[config.mk]
export PLATFORM = sky130hd
export DESIGN_NAME = video_delay_line
export DESIGN_NICKNAME = d
export VERILOG_FILES = /design/src/rtl/video_delay_line.sv
export SDC_FILE = /design/constraint.sdc
export NUM_CORES = 1
export LEC_CHECK = 0
export ABC_AREA = 0
export CORE_UTILIZATION = 45
export CTS_CLUSTER_DIAMETER = 100
export CTS_CLUSTER_SIZE = 20
export DETAILED_ROUTE_END_ITERATION = 7
export SYNTH_ARGS = -nofsm -noshare
export SYNTH_HDL_FRONTEND = slang
export SYNTH_SLANG_ARGS = --single-unit
[constraint.sdc]
create_clock -name clk -period 3.8 [get_ports clk]
set_clock_uncertainty 0.15 [all_clocks]
set_input_delay 0.95 -clock clk [delete_from_list [all_inputs] [get_ports clk]]
set_output_delay 0.95 -clock clk [all_outputs]
set_load 0.005 [all_outputs]
[src/rtl/video_delay_line.sv]
// Video delay line: delays pixel data and timing (de/hsync/vsync) by 0..MAX_DELAY-1 pixels.
// Latency: one register stage plus delay_active pixels. No backpressure: one sample per clock.
// Optional macro VIDEO_DELAY_LINE_FRAME_SYNC_EN: delay changes are applied only at a rising edge of in_vsync.
module video_delay_line #(
  parameter int DATA_WIDTH = 8,
  parameter int CHANNELS   = 3,
  parameter int MAX_DELAY  = 16,
  localparam int AW        = $clog2(MAX_DELAY)
) (
  input  logic                           clk,
  input  logic                           rst,
  input  logic [AW-1:0]                  delay_sel,
  input  logic                           in_de,
  input  logic                           in_hsync,
  input  logic                           in_vsync,
  input  logic [CHANNELS*DATA_WIDTH-1:0] in_pixel,
  output logic                           out_de,
  output logic                           out_hsync,
  output logic                           out_vsync,
  output logic [CHANNELS*DATA_WIDTH-1:0] out_pixel,
  output logic                           out_valid,
  output logic [AW-1:0]                  delay_active
);

  localparam int PW = CHANNELS * DATA_WIDTH;
  localparam int WW = PW + 3;
  localparam logic [AW-1:0] FILL_MAX = AW'(MAX_DELAY - 1);

  typedef enum logic {
    PRIME = 1'b0,
    RUN   = 1'b1
  } state_t;

  // Timing and pixel travel together so they stay aligned for any delay.
  typedef struct packed {
    logic          de;
    logic          hsync;
    logic          vsync;
    logic [PW-1:0] pixel;
  } vid_word_t;

  vid_word_t       ring [MAX_DELAY];
  vid_word_t       in_word;
  vid_word_t       rd_word;
  logic [AW-1:0]   wr_ptr;
  logic [AW-1:0]   rd_addr;
  logic [AW-1:0]   fill_cnt;
  logic            vsync_prev;
  state_t          state;
  state_t          state_nxt;

  assign in_word = '{de: in_de, hsync: in_hsync, vsync: in_vsync, pixel: in_pixel};

  // Read address wraps naturally in AW bits because MAX_DELAY is a power of two.
  assign rd_addr = wr_ptr - delay_active;

  // Zero delay bypasses the ring; otherwise the word written delay_active edges ago.
  always_comb begin
    rd_word = in_word;
    if (delay_active != '0) begin
      rd_word = ring[rd_addr];
    end
  end

  // Ring write on every edge; contents are never cleared, PRIME gating hides stale entries.
  always_ff @(posedge clk) begin
    ring[wr_ptr] <= in_word;
  end

  // Write pointer advances every edge, wrapping modulo MAX_DELAY.
  always_ff @(posedge clk) begin
    if (rst) begin
      wr_ptr <= '0;
    end else begin
      wr_ptr <= wr_ptr + 1'b1;
    end
  end

  // Edges since reset, saturating once the whole ring holds live data.
  always_ff @(posedge clk) begin
    if (rst) begin
      fill_cnt <= '0;
    end else if (fill_cnt != FILL_MAX) begin
      fill_cnt <= fill_cnt + 1'b1;
    end
  end

  // Previous vsync, used to detect the start of a frame.
  always_ff @(posedge clk) begin
    if (rst) begin
      vsync_prev <= 1'b0;
    end else begin
      vsync_prev <= in_vsync;
    end
  end

  // Applied delay: reset always loads the request; afterwards either per-frame or per-edge.
  always_ff @(posedge clk) begin
    if (rst) begin
      delay_active <= delay_sel;
    end else begin
`ifdef VIDEO_DELAY_LINE_FRAME_SYNC_EN
      if (in_vsync && !vsync_prev) begin
        delay_active <= delay_sel;
      end
`else
      delay_active <= delay_sel;
`endif
    end
  end

  // FSM next state: leave PRIME once enough samples are buffered; RUN is sticky until reset.
  always_comb begin
    state_nxt = state;
    case (state)
      PRIME: begin
        if (fill_cnt >= delay_active) begin
          state_nxt = RUN;
        end
      end
      RUN: begin
        state_nxt = RUN;
      end
      default: begin
        state_nxt = PRIME;
      end
    endcase
  end

  // FSM state register.
  always_ff @(posedge clk) begin
    if (rst) begin
      state <= PRIME;
    end else begin
      state <= state_nxt;
    end
  end

  // Registered outputs, forced to zero while priming so stale ring data never escapes.
  always_ff @(posedge clk) begin
    if (rst || (state_nxt == PRIME)) begin
      out_de    <= 1'b0;
      out_hsync <= 1'b0;
      out_vsync <= 1'b0;
      out_pixel <= '0;
      out_valid <= 1'b0;
    end else begin
      out_de    <= rd_word.de;
      out_hsync <= rd_word.hsync;
      out_vsync <= rd_word.vsync;
      out_pixel <= rd_word.pixel;
      out_valid <= 1'b1;
    end
  end

endmodule

==> flow_summary.yaml <==
timing:
  period_share_pct: 85.8
  rsz0062_at_grt: "false"
  setup_violations: 0
  slew_violations: 0
  hold_viol_final: 0
  maxSlewHeadroom_pct: 26.2
  worst_pin_slew_ns: 1.11
  fmax_mhz: 307
  finalCriticalPeriod_ns: 3.26
  setup_tns_ns: 0
critical_path:
  max_stage_delay_ns: 0.79
  crit_family: "buffers and inverters"
  crit_buf_inv: 4
  crit_slowest_cell: "fa_4"
  reg2regPathDepth: 10
  worstSetupStartpointType: "flop"
  cp.required_ns: 4.17
  timing.rr.start: "wr_ptr[0]"
  end_kind: "flop"
  r2r-end: "out_pixel[1]"
  critPathMaxFanout: 27
  worstPathArrival_ns: 3.63
  path_cells: "inv_1 > ha_4 > inv_1 > fa_4 > buf_4 > xnor2_1 > o2111ai_1 > nor4_4 > buf_4 > a22o_1"
  r2r_slack_ns: 0.54
  path_class: "reg -> reg"
global_routing:
  grt_start_max_net_pins: 87
  grt_antenna_before_repair: 1
  grt_pass1_vias: 10100
  gr-total-overflow: 0
  grt_pass1_wl_microns: 62000
  grt.total_usage_pct: 19.6
route:
  wire_per_inst_microns: 23.2
  ant_nets: 0
  initialDrtViolationCount: 632
  drc: 6
  routed_via_density: 5.76
  drt-total-wl_microns: 40700
  drt_first_pass_iters: 7
  route.vias.total: 10100
placement:
  dp_cells: 1708
  place.gp.congestion: 0.715
  dp_hpwl_microns: 19700
  port_buffers: 64
outcome:
  violations: "design-rule violations"
  outcome: "finished with violations"
yosys:
  syn_inst: 1173
  synth_area_per_cell_sq_um: 16.0
  yosys_warnings: 0
  ys_ff_latch: 473
  synth_area_leader_cell: "edfxtp_1"
  syn_area_sq_mm: 0.0188
  synth.area.top_cells: "edfxtp_1 (69%), mux2i_1 (13%), nand3_1 (5.8%)"
  synthDistinctLibCells: 32
  syn-num-nets: 1219
  yosysSeqAreaShare_pct: 73.3
  synth_top_area_share_pct: 68.9
clock_network:
  cts-resized-gates: 0
  htreeDepth: 1
  clock_latency_ns: 0.58
  cts-root-buf: "clkbuf_16"
  hold_buffers: 0
  cts_made_buffers: 27
  clk_pin_slew_worst_paths_ns: 0.08
  cts.sink_count: 473
  clk_path_buf_depth: 3
  cts_setup_buffers: 0
  cts_tree: "yes"
final_layout:
  mostFrequentLayoutCell: "edfxtp_1"
  final_cell_mix: "edfxtp_1 (432), mux2i_1 (244), nand3_1 (219), clkdlybuf4s50_1 (64), nand4_1 (54)"
  drive_gt1_share_pct: 5.90
  layout.cells.non_filler: 1753
  area_growth_pct: 10.9
  fillers: 3386
  fin_nets: 1251
  antennaDiodeCount: 0
pwr:
  peakVddDrop_mv: 0.291
  leakage_nw: 7.28
  power.density_mw_per_mm2: 501
floorplan:
  core_sq_mm: 0.0410
  die_area_sq_mm: 0.0427
  die_w_microns: 207
  initial_core_util_pct: 45.9
  dieHeight_microns: 207
  io_pins: 65
  num_rows: 74
hold_path:
  holdPathEnd: "wr_ptr[0]"
  holdPathStages: 1
  hp-class: "reg -> reg"
  min_from: "wr_ptr[0]"
run:
  drv_cap: 0
[sequential cells by signal, indices dropped and copies added (netlist names), 4 cells and up]
register / cells
out_pixel: 24
fill_cnt: 4
delay_active: 4
ring: 432
wr_ptr: 4
[worst max path at each step]
stage	slack [ns]	endpoint	cells past startpoint	from
after floorplan	0.93	out_pixel[10]	10	wr_ptr[0]
after global placement	0.67	out_pixel[9]	10	wr_ptr[0]
after detailed placement	0.58	out_pixel[11]	10	wr_ptr[0]
after CTS	0.55	out_pixel[5]	10	wr_ptr[0]
after global routing	0.40	out_pixel[12]	10	wr_ptr[0]
final	0.54	out_pixel[1]	10	wr_ptr[0]
[through the flow]
stage	power (mW)	hold slack, ns	utilization (%)	cell area [sq um]	setup slack [ns]
final	10.5	0.353	50.9	20900	0.541
after CTS	10.5	0.360	50.9	20900	0.548
after detailed placement	7.65	0.341	49.1	20100	0.581
after global placement	7.64	0.335	49.1	20100	0.671
after floorplan	7.05	0.316	-	18800	0.935
after global routing	10.9	0.406	50.9	20900	0.398
[synth_stat cells, drive strengths merged]
| cell type | n |
|---|---|
| nand3 | 219 |
| xnor2 | 6 |
| clkbuf | 44 |
| and3 | 5 |
| fa | 1 |
| mux2i | 244 |
| buf | 35 |
| and2 | 12 |
| nor4b | 1 |
| a21oi | 3 |
| a211oi | 1 |
| ha | 12 |
| a21o | 1 |
| nor3 | 4 |
| edfxtp | 432 |
| nand3b | 1 |
| xor2 | 3 |
| a31oi | 2 |
| nor2b | 3 |
| a2111oi | 1 |
| nand2b | 1 |
| nand4 | 54 |
| a22o | 27 |
| o2111ai | 1 |
| nor2 | 9 |
| nor4 | 1 |
| nand2 | 1 |
| inv | 8 |
| dfxtp | 41 |
[layout make-up]
type,instances,area [sq um],area share [%]
Sequential cell,473,13800,66.1
Multi-Input combinational cell,613,4760,22.8
Timing Repair Buffer,82,876,4.19
Clock buffer,43,736,3.52
Tap cell,532,666,3.19
Inverter,8,31.3,0.150
Clock inverter,2,17.5,0.0839
[layer usage]
| metal | track usage (%) | share of wire, % |
|---|---|---|
| met1 | 27.5 | 46 |
| met2 | 32.5 | 48 |
| met3 | 2.76 | 4.4 |
| met4 | 4.31 | 1.9 |
| met5 | 0 | 0.027 |
[cells by family after synthesis]
| kind of cell | count (synthesis) | share of synthesized area (%) |
|---|---|---|
| AO/OA/AOI/OAI | 36 | 1.67 |
| XOR/XNOR | 9 | 0.459 |
| adder cells (fa/ha/maj) | 13 | 0.904 |
| buffers and inverters | 87 | 1.87 |
| flip-flops | 473 | 73.3 |
| multiplexers | 244 | 13.0 |
| AND/OR/NAND/NOR | 311 | 8.85 |
[power by group]
| part | internal [mW] | switching (mW) | leakage (nW) |
|---|---|---|---|
| Combinational | 0.616 | 1.02 | 2.66 |
| Sequential | 5.83 | 0.0536 | 4.26 |
| Clock | 1.33 | 1.60 | 0.361 |
| Total | 7.78 | 2.68 | 7.28 |
Note: power is estimated with default switching activity, not from simulation.
